`src/rtl/mem_port_arbiter.sv`:
```
// mem_port_arbiter: shares one memory port between instruction fetch and
// data load/store. Level-start / pulse-done handshake on both sides.
// Optional watchdog: define MEM_PORT_ARB_TIMEOUT_EN to abort a BUSY
// transaction after TIMEOUT_CYCLES without mem_done (reports bus_err).
module mem_port_arbiter #(
  parameter int unsigned AW             = 64,
  parameter int unsigned DW             = 64,
  parameter int unsigned ARB_MODE       = 0,
  parameter int unsigned TIMEOUT_CYCLES = 255
) (
  input  logic          clk,
  input  logic          reset,
  input  logic          i_start,
  input  logic [AW-1:0] i_addr,
  output logic          i_done,
  output logic [DW-1:0] i_rdata,
  input  logic          d_start,
  input  logic [AW-1:0] d_addr,
  input  logic [DW-1:0] d_wdata,
  input  logic          d_we,
  input  logic [1:0]    d_size,
  output logic          d_done,
  output logic [DW-1:0] d_rdata,
  output logic          mem_start,
  output logic [AW-1:0] mem_addr,
  output logic [DW-1:0] mem_wdata,
  output logic          mem_we,
  output logic [1:0]    mem_size,
  input  logic          mem_done,
  input  logic [DW-1:0] mem_rdata,
  output logic          bus_err,
  output logic          owner
);

  localparam logic [1:0] SIZE_DWORD = 2'b11;
  localparam logic [1:0] SIZE_WORD  = 2'b10;

  typedef enum logic [1:0] {
    IDLE    = 2'd0,
    BUSY    = 2'd1,
    RELEASE = 2'd2
  } state_t;

  state_t        state, state_nxt;
  logic          rr_last, rr_last_nxt;
  logic          grant_data;
  logic          mem_start_nxt, mem_we_nxt, owner_nxt;
  logic [AW-1:0] mem_addr_nxt;
  logic [DW-1:0] mem_wdata_nxt;
  logic [1:0]    mem_size_nxt;
  logic          i_done_nxt, d_done_nxt, bus_err_nxt;
  logic [DW-1:0] i_rdata_nxt, d_rdata_nxt;

`ifdef MEM_PORT_ARB_TIMEOUT_EN
  localparam int unsigned CW_RAW = $clog2(TIMEOUT_CYCLES + 1);
  localparam int unsigned CW     = (CW_RAW > 8) ? CW_RAW : 8;
  logic [CW-1:0] cnt, cnt_nxt;
`else
  logic unused_timeout_cfg;
  assign unused_timeout_cfg = ^{32'(TIMEOUT_CYCLES), SIZE_DWORD};
`endif

  // Tie-break: fixed data priority, or alternate against the last grant
  always_comb begin
    grant_data = 1'b0;
    if (d_start && !i_start) begin
      grant_data = 1'b1;
    end else if (d_start && i_start) begin
      grant_data = (ARB_MODE == 0) ? 1'b1 : !rr_last;
    end
  end

  // Next-state and next-output logic; every output is registered below
  always_comb begin
    state_nxt     = state;
    rr_last_nxt   = rr_last;
    mem_start_nxt = mem_start;
    mem_addr_nxt  = mem_addr;
    mem_wdata_nxt = mem_wdata;
    mem_we_nxt    = mem_we;
    mem_size_nxt  = mem_size;
    owner_nxt     = owner;
    i_done_nxt    = 1'b0;
    d_done_nxt    = 1'b0;
    bus_err_nxt   = 1'b0;
    i_rdata_nxt   = i_rdata;
    d_rdata_nxt   = d_rdata;
`ifdef MEM_PORT_ARB_TIMEOUT_EN
    cnt_nxt       = cnt;
`endif
    case (state)
      IDLE: begin
        if (i_start || d_start) begin
          state_nxt     = BUSY;
          mem_start_nxt = 1'b1;
          owner_nxt     = grant_data;
          rr_last_nxt   = grant_data;
`ifdef MEM_PORT_ARB_TIMEOUT_EN
          cnt_nxt       = '0;
`endif
          if (grant_data) begin
            mem_addr_nxt  = d_addr;
            mem_wdata_nxt = d_wdata;
            mem_we_nxt    = d_we;
            mem_size_nxt  = d_size;
          end else begin
            mem_addr_nxt  = i_addr;
            mem_wdata_nxt = '0;
            mem_we_nxt    = 1'b0;
            mem_size_nxt  = SIZE_WORD;
          end
        end
      end
      BUSY: begin
        if (mem_done) begin
          state_nxt     = RELEASE;
          mem_start_nxt = 1'b0;
          if (owner) begin
            d_done_nxt  = 1'b1;
            d_rdata_nxt = mem_rdata;
          end else begin
            i_done_nxt  = 1'b1;
            i_rdata_nxt = mem_rdata;
          end
        end
`ifdef MEM_PORT_ARB_TIMEOUT_EN
        else if (cnt == CW'(TIMEOUT_CYCLES - 1)) begin
          state_nxt     = RELEASE;
          mem_start_nxt = 1'b0;
          bus_err_nxt   = 1'b1;
          if (owner) begin
            d_done_nxt  = 1'b1;
            d_rdata_nxt = '0;
          end else begin
            i_done_nxt  = 1'b1;
            i_rdata_nxt = '0;
          end
        end else begin
          cnt_nxt = cnt + CW'(1);
        end
`endif
      end
      RELEASE: begin
        state_nxt = IDLE;
      end
      default: begin
        state_nxt     = IDLE;
        mem_start_nxt = 1'b0;
      end
    endcase
  end

  // State and output registers with synchronous reset
  always_ff @(posedge clk) begin
    if (reset) begin
      state     <= IDLE;
      rr_last   <= 1'b0;
      mem_start <= 1'b0;
      mem_addr  <= '0;
      mem_wdata <= '0;
      mem_we    <= 1'b0;
      mem_size  <= SIZE_WORD;
      owner     <= 1'b0;
      i_done    <= 1'b0;
      d_done    <= 1'b0;
      bus_err   <= 1'b0;
      i_rdata   <= '0;
      d_rdata   <= '0;
    end else begin
      state     <= state_nxt;
      rr_last   <= rr_last_nxt;
      mem_start <= mem_start_nxt;
      mem_addr  <= mem_addr_nxt;
      mem_wdata <= mem_wdata_nxt;
      mem_we    <= mem_we_nxt;
      mem_size  <= mem_size_nxt;
      owner     <= owner_nxt;
      i_done    <= i_done_nxt;
      d_done    <= d_done_nxt;
      bus_err   <= bus_err_nxt;
      i_rdata   <= i_rdata_nxt;
      d_rdata   <= d_rdata_nxt;
    end
  end

`ifdef MEM_PORT_ARB_TIMEOUT_EN
  // Watchdog counter for the current BUSY transaction
  always_ff @(posedge clk) begin
    if (reset) begin
      cnt <= '0;
    end else begin
      cnt <= cnt_nxt;
    end
  end
`endif

endmodule

```
`config.mk`:
```
export PLATFORM = sky130hd
export DESIGN_NAME = mem_port_arbiter
export DESIGN_NICKNAME = d
export VERILOG_FILES = /design/src/rtl/mem_port_arbiter.sv
export SDC_FILE = /design/constraint.sdc
export NUM_CORES = 1
export LEC_CHECK = 0
export CORE_AREA = 2 2 202 204
export DETAILED_ROUTE_END_ITERATION = 8
export DIE_AREA = 0 0 204 206
export SETUP_SLACK_MARGIN = 0.1
export SLEW_MARGIN = 40
export SYNTH_ARGS = -nofsm -noshare
export SYNTH_HDL_FRONTEND = slang
export SYNTH_SLANG_ARGS = --single-unit
```
`constraint.sdc`:
```
create_clock -name clk -period 1.4 [get_ports clk]
set_input_delay 0.35 -clock clk [delete_from_list [all_inputs] [get_ports clk]]
set_output_delay 0.35 -clock clk [all_outputs]
set_load 0.05 [all_outputs]
```
[Word-level counts from Yosys, hierarchy flattened]
Index checks and enable logic that the tools add are counted.
Operators by class
  $add $sub $neg: 0
  reduce and logical (&&, ||, !) cells: 11
  magnitude comparators: 0
  mux-type cells: 14
  multiply operators: 0
  div/mod/pow operators: 0
  equal/unequal tests: 4
  bitwise operators: 4
  shift operators: 0
Operators by type and width (count)
  2-to-1 mux 64 bit: 2
  AND reduction 3 bit: 3
  2-to-1 mux 1 bit: 7
  2-to-1 mux 2 bit: 3
  inequality test 2 bit (second input constant): 2
  inverter 1 bit: 4
  case mux 2 bit (2 select lines): 1
  AND reduction 2 bit: 2
  case mux 1 bit (3 select lines): 1
  OR reduction 3 bit: 1
  equality test 2 x 1 -> 1 bit (second input constant): 1
  equality test 2 bit (second input constant): 1
  logical AND 1 bit: 2
  zero test 2 bit: 1
  zero test 1 bit: 1
  logical OR 1 bit: 1
Storage, ports and cells
  memory bits (read-only): 0
  bits in latches: 0
  flip-flop bits (word level): 265
  output and inout port bits: 264
  word-level logic and storage cells: 44
  memories kept: 0
  RAM bits: 0

[Depth between registers and ports, before layout]
  word-level depth: 4
  depth in mapped cells: 7
  depth with buffers taken out: 3

[Least setup slack after synthesis]
No wires, ideal clock.
  path type: reg2reg
  from: register owner
  to: register i_rdata[36]
  data required time: 1.330 ns
  path slack: -0.094 ns
  setup time: 0.070 ns
  cell stages (with the launch flop): 6
  path buffers: 2
  period minus slack after synthesis: 1.494 ns
  data arrival time: 1.424 ns
  path through: dfxtp_1 -> nand4bb_1 -> buf_2 -> buf_2 -> nand2_1 -> a21oi_1
On the way
  word-level cells in the longest chain between the ends: 2
RTL lines
  start: declaration: RTL line 32  | output logic owner
  start signal: assignment: RTL line 177  | owner <= owner_nxt;
  inverter 1 bit (no source line)
  AND reduction 3 bit (no source line)
  end signal: assignment: RTL line 181  | i_rdata <= i_rdata_nxt;
  end: declaration: RTL line 16  | output logic [DW-1:0] i_rdata,
No other way between the ends.
A chain may end at the register's enable or synchronous reset.

[Worst setup path in the final report]
  from: register state[0]
  to: register mem_addr[11]
On the way
  word-level cells in the longest chain between the ends: 2
RTL lines
  start: declaration: RTL line 44  | state_t state, state_nxt;
  start signal: assignment: RTL line 170  | state <= state_nxt;
  zero test 2 bit
  AND reduction 2 bit (no source line)
  end signal: assignment: RTL line 173  | mem_addr <= mem_addr_nxt;
  end: declaration: RTL line 25  | output logic [AW-1:0] mem_addr,
No other way between the ends.

==> results.yml <==
route:
  viasPerCell: 4.77
  wirelength_um: 48400
  wl_met2_um: 25000
  met1_length_um: 18300
  met3_length_um: 3580
  wl_per_cell_um: 20.1
  dr.max_layer_used: "met4"
  drtPass1Iterations: 5
  drt_iter0_markers: 422
  vias: 11500
  drc: 0
  antenna_left: 0
cts:
  clockRootBuffer: "clkbuf_16"
  cts_buffers: 31
  htreeDepth: 1
  cts.sinks: 265
  postCtsHoldBufs: 0
  worst_skew_pair.late_latency_ps: 570
  cts_buffer_depth: 3
  cts_tree: "yes"
  path_clk_slew_ps: 60
placement:
  io_buffers: 526
  dpl.hpwl_um: 29500
  place_congestion: 0.803
  dp.cells: 2189
sta:
  timing.fmax_ghz: 0.648
  hold_violations: 0
  post-route-min-period_ps: 1540
  rsz0062_at_grt: "true"
  fin_worst_skew_ps: 12.4
  drv_slew: 0
  finalSetupViolations: 441
  fin_crit_sh_pct: 110
  fin_ws_ps: -144
final_layout:
  fillers: 3013
  area_growth_pct: 149
  drive_gt1_share_pct: 66.1
  fin_nets: 2114
  final_cell_count_no_fill: 2408
  register_area_sq_um: 5790
  utilization_pct: 61.5
  multi_input_area_sq_um: 6240
power:
  powerDensity_nw_per_um2: 1000
  sw_frac_of_total_pct: 31.3
  p_comb_share_pct: 32.4
  p_clk_share_pct: 32.9
  ir_drop_uv: 677
  p_sw_uw: 7730
  power.share.sequential_pct: 34.7
  leakage_uw: 0.00962
  internal-power_uw: 17000
global_route:
  grt_max_degree: 67
  grtUsageTotal_pct: 20.6
  grt_pass1_vias: 11600
  grt_pass1_wl_um: 67500
  antenna_found_initial: 0
  grt_overflow: 0
run:
  cap_violations: 0
synth:
  synth_xor_xnor_area_share_pct: 0
  synth_top_family_by_area: "compound AO/OA/AOI/OAI gates"
  ys_warn_count: 0
  synth_mux_area_share_pct: 6.44
  netlist_instances: 1175
  yosys_register_bits: 265
  yosysUniqueCellTypes: 28
  synth.avg_cell_area_sq_um: 8.46
  synth_fa_ha_area_share_pct: 0
  synth_compound_area_share_pct: 21.5
  synth_nets: 1439
  synth-seq-area-share_pct: 53.4
  syn_area_sq_um: 9940
  synth-simple-area-share_pct: 13.6
critical_path:
  critical_path_required_ps: 1880
  cp_max_fo: 8
  regToRegSetupSlack_ps: -140
  critical_path.startpoint: "state[0]"
  end_kind: "register"
  r2r_start: "state[0]"
  crit_path_start_kind: "register"
  cp_data_arrival_time_ps: 2020
  worstSetupPathType: "register to register"
run_status:
  outcome: "complete, but fails checks"
  violations: "negative setup slack"
floorplanning:
  design.die.area_sq_um: 42000
  initial_utilization_pct: 24.7
  die_h_um: 206
  rows: 74
  die_x_um: 204
  pin_count: 528
  core-area_sq_um: 40200
hold_path:
  worstHoldStart: "d_start"
  hold_path_class: "primary input to register"
## timing repair
| item | CTS | global route |
|---|---|---|
| setup endpoints to repair | 525 | 526 |
| setup buffers | 55 | 75 |
| gates resized for setup | 659 | 308 |
| pin swaps | 208 | 106 |
| cloned | 28 | 5 |
## critical path: stages (launching register included)
cell and delay [ps]:
dfxtp_4 360, buf_6 130, buf_12 120, nor2_4 140
buf_6 120, buf_12 150, buf_12 170, a21oi_4 60
a211oi_2 170
## cells by family (layout without fill, tap and decap cells)
family,after synthesis,after routing
buffers and inverters,110,810
multiplexers,64,64
flip-flops,265,265
other,1,2
AO/OA/AOI/OAI,395,395
AND/OR/NAND/NOR,340,340
## metal layers
layer  GRT usage (%)  vias up
li1                -     5385
met2            37.0      485
met4            7.71        0
met5               0        -
met1            23.7     5531
met3            4.87       89
## sequential cells by signal (all words and copies together) (netlist names)
name,count
mem_wdata,64
i_rdata,64
owner,1
d_done,1
mem_start,1
i_done,1
mem_addr,64
state,2
mem_we,1
d_rdata,64
mem_size,2
## synthesized netlist by cell type
cell,instances,area share (%)
conb_1,1,0.038
and4b_1,1,0.10
a21oi_1,262,13
or3b_2,1,0.088
o21bai_1,1,0.076
nor2b_1,1,0.063
buf_4,3,0.23
or2_2,1,0.063
nor2_1,2,0.076
dfxtp_1,265,53
buf_1,4,0.15
clkbuf_2,2,0.10
nand4b_1,1,0.088
clkbuf_1,49,1.9
nor4bb_1,2,0.20
nor2_8,1,0.20
nor2_4,1,0.11
mux2i_1,64,6.4
nor3b_2,1,0.13
or2_0,1,0.063
nor2_2,1,0.063
nand2_1,325,12
buf_2,50,2.5
inv_1,1,0.038
a211oi_1,64,4.8
o21ai_0,68,3.4
buf_6,1,0.11
nand4bb_1,1,0.11
## per-stage QoR
step	hold WS (ps)	setup slack, ps	power [uW]	instance area, sq um	TNS [ps]
after detailed placement	483	-550	14700	18800	-108540
after CTS	110	-142	24200	22900	-22340
after floorplan	486	45.9	11200	10000	0
after global placement	479	-497	14600	18800	-94630
final	144	-144	24700	24700	-17660
after global routing	131	-214	25500	24700	-39930
## cell type report
cell class | count | area share [%]
diodes | 1 | 0.0101
repair buffers | 751 | 44.4
well taps | 532 | 2.69
inverters | 1 | 0.0152
multi-input cells | 800 | 25.3
clock inverters | 14 | 0.547
clock buffers | 44 | 3.62
flip-flops and latches | 265 | 23.4
## placed cells by master, fill, tap and decap left out, types with 2 or more instances in the layout
| master | count |
|---|---|
| clkbuf_16 | 36 |
| buf_6 | 24 |
| mux2i_1 | 64 |
| clkdlybuf4s50_1 | 261 |
| nor2_4 | 2 |
| a21oi_2 | 195 |
| a21oi_4 | 19 |
| buf_16 | 24 |
| clkbuf_8 | 8 |
| clkinv_2 | 7 |
| bufinv_16 | 2 |
| clkinv_4 | 2 |
| o21ai_1 | 27 |
| nor2_1 | 2 |
| dfxtp_4 | 62 |
| nand2_2 | 66 |
| a21oi_1 | 48 |
| nand2_4 | 93 |
| o21ai_0 | 41 |
| buf_12 | 311 |
| buf_4 | 109 |
| a211oi_2 | 48 |
| buf_8 | 16 |
| clkbuf_1 | 6 |
| a211oi_1 | 16 |
| dfxtp_2 | 203 |
| nand2_1 | 166 |
| or2_4 | 2 |
## power by group through the flow
stage          Sequential, uW  Clock (uW)  Combinational (uW)
2_1_floorplan            9930           0                1240
3_3_place_gp             8630           0                5960
3_5_place_dp             8650           0                6010
4_1_cts                  8620        8240                7300
5_1_grt                  8620        8590                8330
6_report                 8570        8120                8020
## worst paths after layout
check / end / cells after the start
hold reg to reg: d_rdata[25] / 2
hold / removal: owner / 3
setup / recovery: mem_addr[11] / 8
setup reg to reg: mem_addr[11] / 8
Note: power is estimated with default switching activity, not from simulation.
==> patch 1, RTL diff (config.mk and constraints unchanged) <==
Encoding of `state_t`: now one-hot (3 bits for 3 states).
--- a/src/rtl/mem_port_arbiter.sv
+++ b/src/rtl/mem_port_arbiter.sv
@@ -35,10 +35,10 @@
   localparam logic [1:0] SIZE_DWORD = 2'b11;
   localparam logic [1:0] SIZE_WORD  = 2'b10;
 
-  typedef enum logic [1:0] {
-    IDLE    = 2'd0,
-    BUSY    = 2'd1,
-    RELEASE = 2'd2
+  typedef enum logic [2:0] {
+    IDLE    = 3'b001,
+    BUSY    = 3'b010,
+    RELEASE = 3'b100
   } state_t;
 
   state_t        state, state_nxt;
Function: no difference found for any inputs over 4 cycles, from zero or initial values and one cycle with reset high; so few cycles prove little.
==> patch 1 against the unedited design <==
- the flow still finishes with violations (setup timing)
- critical path type unchanged
- sequential cell count grew 1
- critical endpoint is now mem_wdata[51]
- combinational power grew 6.5%
- largest power group is now clock
- sequential share of layout area grew 0.25 points
- critical path depth shrank 3
- synthesized area grew 10%
- cell count shrank 2.8%
- core utilization shrank 1.3 points
- routed wire length shrank 1.7%
- worst hold slack lost 0.042 ns
- total power grew 4.6%
- non-clock buffer count shrank 9
- worst setup slack gained 0.0074 ns
- design area shrank 2.1%
==> patch 1: results (changes against the unedited design) <==
Synthesis
The number of nets produced by synthesis is 1,381 (-4.0%). The post-synthesis sequential area ratio is 0.486 (-0.0477). By count the netlist is led by sky130_fd_sc_hd__dfxtp_1, sky130_fd_sc_hd__nand2b_1, sky130_fd_sc_hd__mux2i_1. The average instance area after synthesis is 9.81 um2 (+16%).

Min path
In this run the most critical hold path is launched from reset. The cell count of the worst hold path is 2 (-1).

Power
The largest voltage drop on the vdd net is 0.000901 V (+33%). The part of the power in registers is 0.333 (-0.014). The internal portion of total power is 18.0 mW (+6.2%). The clock network power was 8.70 mW (+7.1%). The net switching power figure is 7.81 mW (+1.0%). The standby leakage power came to 9.69 nW (+0.68%).

Routing
The count of vias placed by the detailed router is 10,924 (-4.9%). The routed wirelength normalized by instance count is 20.3 um (+1.1%). The mean number of vias per cell is 4.67 (-2.2%).

The met2 layer wire length in the routed design was 24,100 um (-3.5%). The met3 wire length is 3810 um (+6.5%). The violation count after the first detailed-route iteration is 334 (-21%). The count of TritonRoute iterations in the first routing pass came to 4 (-1).

The routed metal-1 wire length came to 18,500 um (+1.1%).

Setup path
The capturing point of the worst reg2reg path is mem_wdata[51]. The delay of the slowest cell on the worst path is 0.50 ns (+0.14 ns). Broken down by cell family, the worst path's largest delay share belongs to simple AND/OR/NAND/NOR gates.

The number of cells on the worst reg-to-reg path is 5 (-3). The worst register-to-register path begins at state[2]. The data arrival time of the worst path was 1.98 ns (-0.04 ns).

For this design, the slowest cell found on the critical path is sky130_fd_sc_hd__or3b_4.

STA
The worst hold slack across all endpoints is 0.102 ns (-0.0423 ns). The final worst slack came to -0.136 ns (+0.00742 ns). The setup total negative slack was -17.28 ns (+0.378 ns).

The count of final setup violators came to 420 (-4.8%).

Global routing
The met2 capacity usage during global routing is 0.363 (-0.00717). The maximum number of pins on one net before global-route repair is 46 (-31%). The met3 track demand over resource was 0.0607 (+0.0120). The global-route wire length before repair is 65,200 um (-3.4%).

Placement
The HPWL after detailed placement was 30,600 um (+3.8%). The pre-CTS worst setup slack is -0.506 ns (+0.0440 ns). The placed cell count is 2,139 (-2.3%).

Final layout
The number of antenna repair diodes is 0 (-1). The fill cell instance count of the final layout came to 3,142 (+4.3%).

Outcome
The checks that failed: setup timing. The run finished, with violations left.

CTS
The number of buffers inserted during clock tree synthesis is 29 (-6.5%).
==> patch 1: worst reg2reg max path: stages (launching register included) <==
cell and delay, ns:
sky130_fd_sc_hd__dfxtp_2 0.33, sky130_fd_sc_hd__or3b_4 0.50, sky130_fd_sc_hd__buf_12 0.20, sky130_fd_sc_hd__clkbuf_16 0.18, sky130_fd_sc_hd__o21ai_2 0.15, sky130_fd_sc_hd__a21oi_2 0.07
==> patch 1: how the worst max path moves through the flow <==
stage / from / end / slack (ns) / depth (start not counted)
2_1_floorplan: state[1] / mem_wdata[33] / -0.08 / 7
3_3_place_gp: mem_done / d_rdata[37] / -0.47 / 5
3_5_place_dp: mem_done / d_rdata[40] / -0.51 / 5
4_1_cts: state[0] / d_rdata[56] / -0.13 / 5
5_1_grt: state[1] / mem_wdata[47] / -0.20 / 7
6_report: state[2] / mem_wdata[51] / -0.14 / 5
==> patch 1: layout make-up <==
| cell class | instances | area [um2] | area share |
|---|---|---|---|
| timing repair buffer | 742 | 10700 | 0.443 |
| tap | 532 | 666 | 0.0275 |
| clock buffer | 40 | 857 | 0.0354 |
| clock inverter | 14 | 231 | 0.00957 |
| multi-input combinational | 746 | 6000 | 0.248 |
| sequential | 266 | 5730 | 0.237 |
==> patch 1: cells by family (layout without fill, tap and decap cells) <==
kind of cell    count (synthesis)  count (layout)  share of synthesized area
buf+inv                       105             796                     0.0507
other cells                     1               1                   0.000342
flops                         266             266                      0.486
simple gates                  284             284                      0.149
mux                           192             192                      0.175
compound gates                269             269                      0.138
==> patch 1: repair_timing <==
action | CTS | global route
buffers inserted | 62 | 50
hold buffers | 0 | 0
resized for setup | 277 | 242
setup endpoints to repair | 524 | 526
pin swaps | 9 | 61
gates cloned | 21 | 15
==> patch 2, RTL diff (same flow settings) <==
Made on the original files. The option `MEM_PORT_ARB_TIMEOUT_EN` is turned on by a define.
--- a/src/rtl/mem_port_arbiter.sv
+++ b/src/rtl/mem_port_arbiter.sv
@@ -2,6 +2,8 @@
 // data load/store. Level-start / pulse-done handshake on both sides.
 // Optional watchdog: define MEM_PORT_ARB_TIMEOUT_EN to abort a BUSY
 // transaction after TIMEOUT_CYCLES without mem_done (reports bus_err).
+`define MEM_PORT_ARB_TIMEOUT_EN
+
 module mem_port_arbiter #(
   parameter int unsigned AW             = 64,
   parameter int unsigned DW             = 64,
Check against the original RTL: no difference found for any inputs over 4 cycles, from zero or initial values and one cycle with reset high; that may be too few to reach the edited logic, so the function may still have changed.
==> patch 2 against the unedited design <==
- the run still ends with setup timing left
- worst setup slack worse by 0.068 ns
- synthesized area fell by 2.6%
- routed wire length shrank 11%
- global-route usage fell by 1.9 points
- combinational power shrank 6.0%
- fmax decreased by 4.2%
- sequential cell count up 9
- via count decreased by 13%
- worst hold slack got worse by 0.014 ns
- total power rose by 1.5%
- cell count fell by 14%
- design area shrank 11%
- largest power group unchanged
==> patch 2: results (changes against the unedited design) <==
Global routing
The via count of the first global-routing pass is 10,103 (-13%). The met1 layer usage reported by global route is 0.211 (-0.0261). The global-route wire length before repair is 60,500 um (-10%). The maximum number of pins on one net before global-route repair is 93 (+39%).

Setup path
The delay of the slowest cell on the worst path is 0.32 ns (-0.04 ns). The capturing point of the worst reg2reg path is mem_wdata[61]. The library cell contributing the largest single delay on the critical path is sky130_fd_sc_hd__dfxtp_2. The cell family contributing the most delay on the critical path is simple AND/OR/NAND/NOR gates.

Min path
The worst hold path begins at reset. The cell count of the worst hold path is 2 (-1).

Synthesis
The post-synthesis sequential area ratio came to 0.566 (+0.0326). The count of unique library cells instantiated by Yosys came to 38 (+36%). The commonest cells after synthesis are sky130_fd_sc_hd__dfxtp_1, sky130_fd_sc_hd__nor2_1, sky130_fd_sc_hd__a32o_1. By area the synthesized netlist is led by sky130_fd_sc_hd__dfxtp_1, sky130_fd_sc_hd__a32o_1, sky130_fd_sc_hd__mux2i_1.

CTS
The H-tree depth reported by CTS was 2 (+1). The post-CTS setup buffer count is 25 (-55%). The number of buffers inserted during clock tree synthesis is 34 (+9.7%). The number of gates resized after cts was 131 (-80%).

Routing
The met2 layer wire length in the routed design is 22,500 um (-10%). The mean number of vias per cell is 4.87 (+2.1%). The violation count after the first detailed-route iteration is 394 (-6.6%). The met3 wire length is 3330 um (-7.0%). The post-detailed-routing wire length is 43,300 um (-11%).

Placement
The pre-CTS worst setup slack is -0.675 ns (-0.125 ns).

Outcome
The run finished, with violations left. The checks that failed: setup timing.

Power
The internal portion of total power was 17.3 mW (+1.9%). The largest voltage drop on the vdd net was 0.000719 V (+6.1%). The standby leakage power was 8.48 nW (-12%).

Final layout
The fill cell instance count of the final layout is 3,335 (+11%). The net total in the final layout is 1,771 (-16%).

STA
The final worst slack is -0.212 ns (-0.0684 ns). The count of final setup violators is 529 (+20%).
==> patch 2: cell count changes after synthesis, moves of 66 or more <==
cell,unedited run,this run
sky130_fd_sc_hd__a22oi_1,0,66
sky130_fd_sc_hd__nand2_1,325,7
sky130_fd_sc_hd__o21ai_0,68,1
sky130_fd_sc_hd__a32o_1,0,128
sky130_fd_sc_hd__a21oi_1,262,10
sky130_fd_sc_hd__nor2_1,2,138
==> patch 2: area by class of cell <==
cell class	instances	area, um2	area share
Timing Repair Buffer	667	10100	0.457
Sequential cell	274	5530	0.251
Multi-Input combinational cell	525	4650	0.211
Clock buffer	50	1010	0.0458
Tap cell	532	666	0.0302
Clock inverter	11	109	0.00494
Inverter	3	11.3	0.000511
Antenna cell	1	2.50	0.000113
==> patch 2: cell families after synthesis <==
kind of cell | share of synthesized area
adders and majority gates | 0.00258
and+or+nand+nor | 0.0740
buffers and inverters | 0.0417
AOI/OAI and AO/OA | 0.249
DFF | 0.566
muxes | 0.0661
==> patch 2: worst max path at each step <==
stage | startpoint | to | slack, ns | depth (start not counted)
floorplan | mem_done | cnt[5] | -0.35 | 6
global placement | mem_done | cnt[5] | -0.64 | 5
detailed placement | mem_done | cnt[1] | -0.68 | 6
CTS | cnt[0] | d_rdata[4] | -0.21 | 8
global route | state[0] | mem_wdata[61] | -0.26 | 8
finish | state[0] | mem_wdata[61] | -0.21 | 8
==> patch 2: metrics by stage <==
stage               std cells   util  setup TNS, ns  hold WS, ns  total power, mW
floorplan                 896      -         -24.41        0.467             11.4
global placement         1932  0.468         -98.08        0.508             14.9
detailed placement       1932  0.468        -103.18        0.512             15.0
CTS                      2042  0.530         -53.51       0.0928             25.0
global route             2063  0.549         -73.44        0.116             26.0
finish                   2063  0.549         -44.98        0.130             25.1
